`src/rtl/alu_op_sequencer_if.sv`:
```
// Request, ALU-drive and response signals of the ALU op sequencer.
// slave: the sequencer itself. master: requester + ALU + response consumer.
interface alu_op_sequencer_if;
    logic        req_valid;
    logic        req_ready;
    logic [4:0]  req_op;
    logic [63:0] req_a;
    logic [63:0] req_b;
    logic [63:0] alu_a;
    logic [63:0] alu_b;
    logic [4:0]  alu_ctrl;
    logic        alu_enable;
    logic [63:0] alu_result;
    logic        rsp_valid;
    logic        rsp_ready;
    logic [63:0] rsp_data;
    logic        rsp_err;
    logic        busy;

    modport slave (
        input  req_valid, req_op, req_a, req_b, alu_result, rsp_ready,
        output req_ready, alu_a, alu_b, alu_ctrl, alu_enable,
               rsp_valid, rsp_data, rsp_err, busy
    );

    modport master (
        output req_valid, req_op, req_a, req_b, alu_result, rsp_ready,
        input  req_ready, alu_a, alu_b, alu_ctrl, alu_enable,
               rsp_valid, rsp_data, rsp_err, busy
    );
endinterface

```
`src/rtl/alu_op_sequencer.sv`:
```
// Front-end sequencer for the 64-bit ALU: accepts one op, drives the ALU for
// a per-op latency, pulses the result-register enable, returns the result.
// Optional build macro: ALU_SEQ_DIV0_TRAP_EN (trap divide-by-zero at accept).
module alu_op_sequencer #(
    parameter int unsigned BASIC_LAT = 1,
    parameter int unsigned MUL_LAT   = 4,
    parameter int unsigned DIV_LAT   = 8
) (
    input  logic clk,
    input  logic clr,
    alu_op_sequencer_if.slave bus
);
    localparam int unsigned DW = 64;
    localparam int unsigned OW = 5;
    localparam int unsigned CW = 8;

    // A latency of 0 would never reach the final EXEC cycle, so run it as 1.
    localparam logic [CW-1:0] BASIC_CNT = (BASIC_LAT == 0) ? CW'(1) : CW'(BASIC_LAT);
    localparam logic [CW-1:0] MUL_CNT   = (MUL_LAT   == 0) ? CW'(1) : CW'(MUL_LAT);
    localparam logic [CW-1:0] DIV_CNT   = (DIV_LAT   == 0) ? CW'(1) : CW'(DIV_LAT);

    localparam logic [OW-1:0] OP_MUL  = OW'(2);
    localparam logic [OW-1:0] OP_DIV  = OW'(3);
    localparam logic [OW-1:0] OP_LAST = OW'(11);

    typedef enum logic [1:0] {IDLE, EXEC, CAPT, RESP} state_t;

    state_t        state_q, state_d;
    logic [CW-1:0] cnt_q, cnt_d;
    logic [DW-1:0] alu_a_q, alu_a_d;
    logic [DW-1:0] alu_b_q, alu_b_d;
    logic [OW-1:0] alu_ctrl_q, alu_ctrl_d;
    logic [DW-1:0] rsp_data_q, rsp_data_d;
    logic          rsp_err_q, rsp_err_d;
    logic          alu_enable_q, alu_enable_d;
    logic          rsp_valid_q, rsp_valid_d;
    logic          req_ready_q, req_ready_d;
    logic          busy_q, busy_d;
    logic [CW-1:0] op_lat;

    // EXEC cycle count for the requested op.
    always_comb begin
        op_lat = BASIC_CNT;
        if (bus.req_op == OP_MUL) begin
            op_lat = MUL_CNT;
        end else if (bus.req_op == OP_DIV) begin
            op_lat = DIV_CNT;
        end
    end

    // Next-state and next-output logic; outputs are registered from *_d.
    always_comb begin
        state_d    = state_q;
        cnt_d      = cnt_q;
        alu_a_d    = alu_a_q;
        alu_b_d    = alu_b_q;
        alu_ctrl_d = alu_ctrl_q;
        rsp_data_d = rsp_data_q;
        rsp_err_d  = rsp_err_q;

        case (state_q)
            IDLE: begin
                if (bus.req_valid && req_ready_q) begin
                    alu_a_d    = bus.req_a;
                    alu_b_d    = bus.req_b;
                    alu_ctrl_d = bus.req_op;
                    if (bus.req_op > OP_LAST) begin
                        rsp_data_d = '0;
                        rsp_err_d  = 1'b1;
                        state_d    = RESP;
                    end
`ifdef ALU_SEQ_DIV0_TRAP_EN
                    else if (bus.req_op == OP_DIV && bus.req_b == '0) begin
                        rsp_data_d = '1;
                        rsp_err_d  = 1'b1;
                        state_d    = RESP;
                    end
`endif
                    else begin
                        cnt_d   = op_lat;
                        state_d = EXEC;
                    end
                end
            end
            EXEC: begin
                cnt_d = cnt_q - CW'(1);
                if (cnt_q <= CW'(1)) begin
                    state_d = CAPT;
                end
            end
            CAPT: begin
                rsp_data_d = bus.alu_result;
                rsp_err_d  = 1'b0;
                state_d    = RESP;
            end
            RESP: begin
                if (bus.rsp_ready) begin
                    state_d = IDLE;
                end
            end
            default: state_d = IDLE;
        endcase

        // The enable is high while sitting in the final EXEC cycle.
        alu_enable_d = (state_d == EXEC) && (cnt_d == CW'(1));
        rsp_valid_d  = (state_d == RESP);
        req_ready_d  = (state_d == IDLE);
        busy_d       = (state_d != IDLE);
    end

    // State, counter and output registers; reset aborts any op in flight.
    always_ff @(posedge clk or negedge clr) begin
        if (!clr) begin
            state_q      <= IDLE;
            cnt_q        <= '0;
            alu_a_q      <= '0;
            alu_b_q      <= '0;
            alu_ctrl_q   <= '0;
            rsp_data_q   <= '0;
            rsp_err_q    <= 1'b0;
            alu_enable_q <= 1'b0;
            rsp_valid_q  <= 1'b0;
            req_ready_q  <= 1'b0;
            busy_q       <= 1'b0;
        end else begin
            state_q      <= state_d;
            cnt_q        <= cnt_d;
            alu_a_q      <= alu_a_d;
            alu_b_q      <= alu_b_d;
            alu_ctrl_q   <= alu_ctrl_d;
            rsp_data_q   <= rsp_data_d;
            rsp_err_q    <= rsp_err_d;
            alu_enable_q <= alu_enable_d;
            rsp_valid_q  <= rsp_valid_d;
            req_ready_q  <= req_ready_d;
            busy_q       <= busy_d;
        end
    end

    assign bus.alu_a      = alu_a_q;
    assign bus.alu_b      = alu_b_q;
    assign bus.alu_ctrl   = alu_ctrl_q;
    assign bus.alu_enable = alu_enable_q;
    assign bus.rsp_valid  = rsp_valid_q;
    assign bus.rsp_data   = rsp_data_q;
    assign bus.rsp_err    = rsp_err_q;
    assign bus.req_ready  = req_ready_q;
    assign bus.busy       = busy_q;
endmodule
```
`src/flat_wrapper.sv`:
```
// flat-port wrapper written by rule: the top's interface ports become plain ports
module alu_op_sequencer_flat 
#(
    parameter int unsigned BASIC_LAT = 1,
    parameter int unsigned MUL_LAT   = 4,
    parameter int unsigned DIV_LAT   = 8
)
  (clk, clr, bus_req_valid, bus_req_op, bus_req_a, bus_req_b, bus_alu_result, bus_rsp_ready, bus_req_ready, bus_alu_a, bus_alu_b, bus_alu_ctrl, bus_alu_enable, bus_rsp_valid, bus_rsp_data, bus_rsp_err, bus_busy);
  alu_op_sequencer_if bus_i ();
  input  logic clk;
  input  logic clr;
  input wire logic [$bits(bus_i.req_valid)-1:0] bus_req_valid;
  input wire logic [$bits(bus_i.req_op)-1:0] bus_req_op;
  input wire logic [$bits(bus_i.req_a)-1:0] bus_req_a;
  input wire logic [$bits(bus_i.req_b)-1:0] bus_req_b;
  input wire logic [$bits(bus_i.alu_result)-1:0] bus_alu_result;
  input wire logic [$bits(bus_i.rsp_ready)-1:0] bus_rsp_ready;
  output wire logic [$bits(bus_i.req_ready)-1:0] bus_req_ready;
  output wire logic [$bits(bus_i.alu_a)-1:0] bus_alu_a;
  output wire logic [$bits(bus_i.alu_b)-1:0] bus_alu_b;
  output wire logic [$bits(bus_i.alu_ctrl)-1:0] bus_alu_ctrl;
  output wire logic [$bits(bus_i.alu_enable)-1:0] bus_alu_enable;
  output wire logic [$bits(bus_i.rsp_valid)-1:0] bus_rsp_valid;
  output wire logic [$bits(bus_i.rsp_data)-1:0] bus_rsp_data;
  output wire logic [$bits(bus_i.rsp_err)-1:0] bus_rsp_err;
  output wire logic [$bits(bus_i.busy)-1:0] bus_busy;
  assign bus_i.req_valid = bus_req_valid;
  assign bus_i.req_op = bus_req_op;
  assign bus_i.req_a = bus_req_a;
  assign bus_i.req_b = bus_req_b;
  assign bus_i.alu_result = bus_alu_result;
  assign bus_i.rsp_ready = bus_rsp_ready;
  assign bus_req_ready = bus_i.req_ready;
  assign bus_alu_a = bus_i.alu_a;
  assign bus_alu_b = bus_i.alu_b;
  assign bus_alu_ctrl = bus_i.alu_ctrl;
  assign bus_alu_enable = bus_i.alu_enable;
  assign bus_rsp_valid = bus_i.rsp_valid;
  assign bus_rsp_data = bus_i.rsp_data;
  assign bus_rsp_err = bus_i.rsp_err;
  assign bus_busy = bus_i.busy;
  alu_op_sequencer #(.BASIC_LAT(BASIC_LAT), .MUL_LAT(MUL_LAT), .DIV_LAT(DIV_LAT)) u_core (.clk(clk), .clr(clr), .bus(bus_i));
endmodule
```
`config.mk`:
```
export PLATFORM = sky130hd
export DESIGN_NAME = alu_op_sequencer_flat
export DESIGN_NICKNAME = d
export VERILOG_FILES = /design/src/rtl/alu_op_sequencer_if.sv /design/src/rtl/alu_op_sequencer.sv /design/src/flat_wrapper.sv
export SDC_FILE = /design/constraint.sdc
export NUM_CORES = 1
export LEC_CHECK = 0
export BUFFER_PORTS_ARGS = -buffer_cell sky130_fd_sc_hd__buf_2
export CORE_MARGIN = 2
export CORE_UTILIZATION = 27
export DETAILED_ROUTE_END_ITERATION = 7
export PLACE_DENSITY = 0.55
export SYNTH_ARGS = -nofsm -noshare
export SYNTH_HDL_FRONTEND = slang
export SYNTH_SLANG_ARGS = --single-unit
```
`constraint.sdc`:
```
create_clock -name clk -period 3.48 [get_ports clk]
set_clock_uncertainty 0.1 [all_clocks]
set_input_delay 0 -clock clk [delete_from_list [all_inputs] [get_ports clk]]
set_output_delay 0 -clock clk [all_outputs]
set_load 0.005 [all_outputs]
```
==> results of run 1 <==
kinds of logic (layout without fill, tap and decap cells):
group | count (synthesis) | count (layout) | share of synthesized area, %
flops | 212 | 212 | 66.50
mux | 134 | 134 | 18.91
compound gates | 86 | 86 | 9.206
simple gates | 40 | 40 | 3.105
buf+inv | 35 | 664 | 1.960
fa+ha+maj | 2 | 2 | 0.3136
other cells | 0 | 1 | 0
state kept, by name, summed over array words and instances, names as in the netlist:
register and cells:
u_core.bus.alu_b 64, u_core.bus.alu_enable 1, u_core.state_q 2, u_core.bus.alu_ctrl 5, u_core.bus.busy 1, u_core.bus.rsp_err 1, u_core.bus.alu_a 64, u_core.bus.req_ready 1
u_core.bus.rsp_valid 1, u_core.bus.rsp_data 64, u_core.cnt_q 8
worst paths after layout:
kind	from	to	slack [ns]	cells past startpoint
setup / recovery	u_core.state_q[0]$_DFF_PN0_	u_core.bus.alu_b[34]$_DFFE_PN0P_	0.97	4
hold / removal	clr	u_core.bus.alu_b[19]$_DFFE_PN0P_	-0.03	2
setup reg to reg	u_core.state_q[0]$_DFF_PN0_	u_core.bus.alu_b[34]$_DFFE_PN0P_	0.97	4
hold reg to reg	u_core.bus.alu_a[22]$_DFFE_PN0P_	u_core.bus.alu_a[22]$_DFFE_PN0P_	0.40	1
max in group asynchronous	clr	u_core.bus.alu_b[18]$_DFFE_PN0P_	2.45	3
min in group clk	bus_alu_result[49]	u_core.bus.rsp_data[49]$_DFFE_PN0P_	0.14	3
stage by stage:
stage / total power [mW] / area [um^2] / util (%)
finish: 10.27 / 13320 / 46.02
global route: 10.94 / 13320 / 46.02
CTS: 10.35 / 13310 / 46.01
detailed placement: 7.558 / 10500 / 36.30
global placement: 7.499 / 10500 / 36.30
floorplan: 5.854 / 7978 / -
layout make-up:
type                            count  area [um^2]  area share [%]
Tap cell                          384        480.5           3.608
Inverter                            5        18.77          0.1410
Clock inverter                      5        53.80          0.4041
Antenna cell                        1        2.502         0.01879
Clock buffer                       38        754.5           5.666
Sequential cell                   212         5305           39.84
Timing Repair Buffer              616         4167           31.29
Multi-Input combinational cell    262         2534           19.03
worst max-delay path: cells and delay by family (launching register included):
| kind | cells | cell delay, ns |
|---|---|---|
| buffers and inverters | 1 | 0.37 |
| muxes | 1 | 0.37 |
| and+or+nand+nor | 2 | 0.99 |
| DFF | 1 | 0.55 |
report_power, final:
group / leakage [nW] / switching [mW] / total, mW / internal, mW
registers: 2.66 / 0.653 / 4.27 / 3.62
clock network: 0.401 / 0.993 / 2.55 / 1.55
logic: 3.58 / 1.42 / 3.45 / 2.02
cells in the final DEF, fill, tap and decap left out, types with 3 or more instances in the layout:
| cell type | synthesis | routed |
|---|---|---|
| buf_2 | 14 | 401 |
| buf_12 | 0 | 3 |
| nand2_1 | 7 | 7 |
| o21ai_0 | 5 | 5 |
| inv_1 | 5 | 5 |
| buf_4 | 0 | 11 |
| mux2_2 | 134 | 134 |
| a22o_1 | 65 | 65 |
| dfrtp_1 | 212 | 212 |
| a21oi_1 | 3 | 3 |
| nor2_1 | 5 | 3 |
| dlygate4sd3_1 | 0 | 200 |
| nand3_1 | 3 | 3 |
| clkinv_2 | 0 | 3 |
| clkbuf_8 | 0 | 8 |
| nor4_1 | 3 | 3 |
| clkbuf_1 | 14 | 5 |
| or3_1 | 4 | 4 |
| clkbuf_16 | 0 | 25 |
layer usage:
layer,track usage [%],vias up,part of all wire [%]
li1,-,3115,-
met1,17.66,3254,39
met2,27.71,289,50
met3,3.766,54,7.7
met4,5.062,0,2.9
met5,0,-,0
==> results.toml, run 1 <==
[status]
status = "finished with violations"
violations = "negative hold slack"

[placement]
hpwl_um = 15790
portBuffers = 402
dpl.cell_count = 1279
dp_worst_setup_slack_ns = 0.9284
globalplace.congestion = 0.7487

[die]
rows = 62
ios = 403
die_area_um2 = 30940
start_util_pct = 27.57
coreArea_um2 = 28940
die_w_um = 175.9
die_h_um = 175.9

[clock_network]
cts_inserted_buffers = 24
cts.hold.buffers_added = 200
path_clk_slew_ns = 0.06
cts.sinks = 212
cts_tree = "done"
cts.htree.levels = 1
clock_path_buffers = 3
cts_resized = 0
root_buffer = "clkbuf_16"
clk_latency_ns = 0.50
cts_setup_buffers = 0

[critical_path]
worstSetupPathType = "flip-flop to flip-flop"
worstPathMaxFanout = 19
cp_cell_sequence = "or2_2 -> nor2_4 -> buf_4 -> mux2_2"
cpMaxStageDelayCell = "dfrtp_1"
worst_path_largest_cell_delay_ns = 0.55
start_kind = "flip-flop"
cp_data_required_time_ns = 3.77
cp-end-kind = "flip-flop"
cp_data_arrival_time_ns = 2.80

[synthesis]
synthMostInstantiatedCell = "dfrtp_1"
synthesis.nets = 712
synth-edff-count = 0
netlist-cell-type-count = 39
ys_seq_area_share_pct = 66.50
synth_top_area_cell = "dfrtp_1"
ys_ff_latch = 212
synthTopCellsByArea = "dfrtp_1, mux2_2, a22o_1, buf_2, clkbuf_1"
synth_common_cells = "dfrtp_1, mux2_2, a22o_1, buf_2, clkbuf_1"
syn_inst = 509
ys_warn_count = 0
synth_top_cell_area_share_pct = 66.50
synth_area_um2 = 7978
synth_ff_type = "dfrtp_1"
syn_area_per_cell_um2 = 15.67
async_flop_share_pct = 100.0

[sta]
hold_viol = 18
tightest_slew_ns = 0.6906
max_freq_mhz = 397.9
min_period_ns = 2.513
fin_tns_setup_ns = 0
setup_viol = 0
setup_ws_ns = 0.9666
hold_slack_ns = -0.02800
min_period_over_period_pct = 72.22
max_slew_margin_pct = 53.96
rsz0062_at_grt = "false"
drv_slew = 0

[cells_and_area]
layout.nets = 1324
fill_cells = 2580
drive_above_1_share_pct = 52.81
fin_cells = 1523
syn_to_final_growth_pct = 66.91

[routing]
drt_wl_total_um = 24480
detail_route.first_pass.iterations = 4
drt-wirelength-per-cell_um = 16.07
drc_errors = 0
drt_iter0_drc = 151
vias = 6712
postRouteAntennaNets = 0
avgViaCountPerCell = 4.407

[hold_path]
hold_class = "primary input to async pin"

[global_routing]
grt_antenna_before_repair = 1
grtUsageTotal_pct = 15.31
grt_first_pass_wirelength_um = 38210
grt_max_degree = 83
overflow = 0
grt_pass1_vias = 7264

[power_and_ir_drop]
p_leak_nw = 6.647
irDropWorstVdd_mv = 0.3593
power.density_nw_per_um2 = 771.0

[job]
maxCapViolations = 0
Note: power is estimated with default switching activity, not from simulation.
==> run 2: changes to the inputs <==
Clock period 3.48 ns to 2.42 ns, I/O delays scaled along.
==> run 2 against run 1 <==
Die area stayed put; the flow now finishes without violations; wire length is 0.47% higher; sequential power is 43% higher; non-clock buffer count is 7 higher; total power is 43% higher.
==> results.toml, run 2 (synthesized netlist as in run 1, its figures left out) <==
[status]
status = "finished, final reports clean"

[die]
rows = 62
die_area_um2 = 30940
coreArea_um2 = 28940
start_util_pct = 27.57
die_w_um = 175.9
ios = 403
die_h_um = 175.9

[cells_and_area]
fin_cells = 1527
syn_to_final_growth_pct = 68.07
final_common_cell = "buf_2"
layout.nets = 1331
drive_above_1_share_pct = 52.76
final_cell_mix = "buf_2, dfrtp_1, dlygate4sd3_1"

[critical_path]
cp_data_required_time_ns = 2.74
cp-end-kind = "flip-flop"
start_kind = "flip-flop"
worstSetupPathType = "flip-flop to flip-flop"
cp_data_arrival_time_ns = 2.57
worstPathMaxFanout = 5

[job]
maxCapViolations = 0

[sta]
setup_viol = 0
rsz0062_at_grt = "false"
min_period_ns = 2.251
min_period_over_period_pct = 93.00
max_slew_margin_pct = 61.33
hold_viol = 0
tightest_slew_ns = 0.5801
fin_tns_setup_ns = 0
max_freq_mhz = 444.3
drv_slew = 0

[global_routing]
grt_first_pass_wirelength_um = 38500
grtUsageTotal_pct = 15.42
grt_antenna_before_repair = 2
grt_max_degree = 71
grt_pass1_vias = 7330
overflow = 0

[placement]
globalplace.congestion = 0.7547
dpl.cell_count = 1285
portBuffers = 402
hpwl_um = 16210

[routing]
detail_route.first_pass.iterations = 4
postRouteAntennaNets = 0
drt-wirelength-per-cell_um = 16.10
drt_wl_total_um = 24590
drc_errors = 0
avgViaCountPerCell = 4.441
vias = 6781
drt_iter0_drc = 236

[clock_network]
cts.hold.buffers_added = 201
cts_setup_buffers = 0
cts.sinks = 212
path_clk_slew_ns = 0.06
cts_resized = 0
clock_path_buffers = 3
root_buffer = "clkbuf_16"
clk_latency_ns = 0.51
cts_tree = "done"
cts.htree.levels = 1
cts_inserted_buffers = 24

[power_and_ir_drop]
fin_total_pwr_mw = 14.71
power.density_nw_per_um2 = 1097
p_leak_nw = 6.679
irDropWorstVdd_mv = 0.6626

[hold_path]
hold_class = "primary input to flip-flop"
[run 2: changes by cell type in the layout (fill, tap and decap cells not counted)]
cell           previous run  this run
buf_4                    11        10
clkbuf_1                  5         6
buf_12                    3        10
clkinv_4                  1         0
diode_2                   1         2
clkbuf_8                  8         2
dlygate4sd3_1           200       201
clkinv_2                  3         4
bufinv_16                 1         2
[run 2: layout make-up]
| class | count | area [um^2] |
|---|---|---|
| fillers | 2555 | 15530 |
| flip-flops and latches | 212 | 5305 |
| repair buffers | 623 | 4309 |
| multi-input cells | 262 | 2534 |
| clock buffers | 33 | 675.6 |
| well taps | 384 | 480.5 |
| clock inverters | 6 | 80.08 |
| inverters | 5 | 18.77 |
| diodes | 2 | 5.005 |
[run 2: final timing paths]
path,startpoint,endpoint,slack [ns],cells after the start
max in group asynchronous,clr,u_core.bus.rsp_data[57]$_DFFE_PN0P_,1.04,4
max reg2reg,u_core.cnt_q[0]$_DFF_PN0_,u_core.bus.alu_enable$_DFF_PN0_,0.17,6
min in group asynchronous,clr,u_core.bus.rsp_data[7]$_DFFE_PN0P_,0.50,3
max,u_core.cnt_q[0]$_DFF_PN0_,u_core.bus.alu_enable$_DFF_PN0_,0.17,6
min,bus_alu_result[12],u_core.bus.rsp_data[12]$_DFFE_PN0P_,0.14,3
min reg2reg,u_core.bus.rsp_data[22]$_DFFE_PN0P_,u_core.bus.rsp_data[22]$_DFFE_PN0P_,0.40,1
[run 2: per-layer routing]
layer  vias to the layer above  track usage [%]  wire, um
li1                       3117                -         -
met1                      3286            17.79      9667
met2                       320            27.44     12020
met3                        58            3.593      1861
met4                         0            6.371      1044
met5                         -                0         0
[run 2: critical path, cell delays in order (launching register included)]
cell and delay (ns):
dfrtp_1 0.42, inv_1 0.09, ha_1 0.25, mux2_2 0.36
a221o_1 0.31, or4_4 0.42, nor4_2 0.20
[run 2: through the flow]
stage               setup WS (ns)  cell area (um^2)  util [%]  hold slack, ns
floorplan                  0.2863              7978         -         -0.3956
global route              0.05954             13410     46.34          0.1225
detailed placement         0.1586             10640     36.76        -0.07399
CTS                        0.1654             13400     46.32          0.1089
finish                     0.1693             13410     46.34          0.1392
global placement           0.2252             10640     36.76        -0.06623
[run 2: power breakdown]
| part | total [mW] | switching [mW] | internal, mW | leakage, nW |
|---|---|---|---|---|
| Sequential | 6.11 | 0.906 | 5.21 | 2.66 |
| Combinational | 5.07 | 2.09 | 2.98 | 3.64 |
| Clock | 3.53 | 1.39 | 2.14 | 0.373 |
| Total | 14.7 | 4.38 | 10.3 | 6.68 |
==> run 3: changes to the inputs <==
Settings changed: CORE_MARGIN 2 to 8.
==> run 3 against run 2 <==
Setup slack better by 0.028 ns; register-to-register slack better by 0.03 ns; first-iteration DRC count shrank 17%; total power up 0.25%; final cell count up 0.52%; utilization shrank 0.69 points; wire length is 8.2% higher; sequential power about the same; critical path depth fell by 1; critical path type unchanged; largest cell class unchanged; highest routed layer unchanged.
==> results.toml, run 3 (synthesized netlist as in run 1, its figures left out) <==
[sta]
max_freq_mhz = 450.0
min_period_over_period_pct = 91.83
max_slew_margin_pct = 52.67
drv_slew = 0
setup_viol = 0
fin_tns_setup_ns = 0
tightest_slew_ns = 0.7100
min_period_ns = 2.222
hold_viol = 0
hold_slack_ns = 0.04612
rsz0062_at_grt = "false"

[cells_and_area]
final_common_cell = "buf_2"
final_cell_mix = "buf_2, dfrtp_1, dlygate4sd3_1"
final_area_um2 = 13420
layout.nets = 1332
fin_cells = 1535
syn_to_final_growth_pct = 68.24
drive_above_1_share_pct = 53.11

[status]
status = "finished, final reports clean"

[critical_path]
cp-end-kind = "flip-flop"
worstSetupPathType = "flip-flop to flip-flop"
cp_data_arrival_time_ns = 2.54
worstPathMaxFanout = 11
start_kind = "flip-flop"
cp_data_required_time_ns = 2.74

[clock_network]
cts.htree.levels = 1
clk_latency_ns = 0.50
path_clk_slew_ns = 0.06
cts_resized = 0
cts.sinks = 212
cts_tree = "done"
clock_path_buffers = 3
root_buffer = "clkbuf_16"
cts_inserted_buffers = 23

[placement]
placed_area_um2 = 10630
dpl.cell_count = 1293
hpwl_um = 17820
globalplace.congestion = 0.7713
portBuffers = 402

[routing]
postRouteAntennaNets = 0
drc_errors = 0
drt-wirelength-per-cell_um = 17.34
drt_wl_total_um = 26610
vias = 6638
detail_route.first_pass.iterations = 4
avgViaCountPerCell = 4.324
drt_iter0_drc = 197

[die]
coreArea_um2 = 29400
die_h_um = 187.9
ios = 403
rows = 63
die_area_um2 = 35300
start_util_pct = 27.13
die_w_um = 187.9

[global_routing]
grt_max_degree = 66
grt_antenna_before_repair = 2
overflow = 0
grt_first_pass_wirelength_um = 42620
grt_pass1_vias = 7618
grtUsageTotal_pct = 14.63

[power_and_ir_drop]
irDropWorstVdd_mv = 0.5623
power.density_nw_per_um2 = 1098
p_leak_nw = 6.685
fin_total_pwr_mw = 14.74

[job]
maxCapViolations = 0

[hold_path]
hold_class = "primary input to async pin"
[run 3: cell count changes in the layout (fill, tap and decap cells not counted), sizes merged]
cell         previous run  this run
buf                   422       424
dlygate4sd3           201       200
clkinv                  4         3
clkbuf                 33        34
clkinvlp                0         1
[run 3: timing repair]
action | in CTS | in global routing
setup buffers | 0 | 0
hold buffers | 201 | 0
endpoints found under the hold margin | 424 | 0
[run 3: area by class of cell]
| type | count | area (um^2) |
|---|---|---|
| Antenna cell | 2 | 5.005 |
| Clock buffer | 33 | 673.1 |
| Clock inverter | 6 | 82.58 |
| Fill cell | 2577 | 15980 |
| Inverter | 5 | 18.77 |
| Multi-Input combinational cell | 262 | 2534 |
| Sequential cell | 212 | 5305 |
| Tap cell | 390 | 488.0 |
| Timing Repair Buffer | 625 | 4315 |
[run 3: path summary, 6_finish.rpt]
kind                                                  start  cells past startpoint  slack [ns]                                  end
setup / recovery                u_core.state_q[1]$_DFF_PN0_                      5        0.20      u_core.bus.alu_enable$_DFF_PN0_
hold / removal                                          clr                      3        0.05      u_core.bus.alu_enable$_DFF_PN0_
setup reg to reg                u_core.state_q[1]$_DFF_PN0_                      5        0.20      u_core.bus.alu_enable$_DFF_PN0_
hold reg to reg            u_core.bus.alu_a[63]$_DFFE_PN0P_                      1        0.40     u_core.bus.alu_a[63]$_DFFE_PN0P_
max in group asynchronous                               clr                      3        1.85  u_core.bus.rsp_data[10]$_DFFE_PN0P_
min in group clk                         bus_alu_result[46]                      3        0.14  u_core.bus.rsp_data[46]$_DFFE_PN0P_
[run 3: power by group]
| group | switching [mW] | internal [mW] | total [mW] |
|---|---|---|---|
| logic | 2.14 | 2.98 | 5.12 |
| registers | 0.892 | 5.20 | 6.10 |
| clock network | 1.40 | 2.13 | 3.53 |
[run 3: layer usage]
layer	vias up	share of wire, %	GRT usage, %
met5	-	0	0
met4	0	2.6	4.788
met3	47	8.9	5.405
met2	278	50	25.03
met1	3211	39	16.70
li1	3102	-	-
[run 3: metrics by stage]
step / worst slack, ns / utilization (%)
after floorplan: 0.2863 / -
after global placement: 0.2407 / 36.16
after detailed placement: 0.1785 / 36.16
after CTS: 0.1805 / 45.63
after global routing: 0.05957 / 45.65
final: 0.1978 / 45.65
[run 3: worst max-delay path, cell delays in order (launching register included)]
cell and delay, ns:
dfrtp_1 0.49, or4_1 0.55, o211ai_2 0.16, nand3_2 0.11, or4_4 0.52, nor4_2 0.20
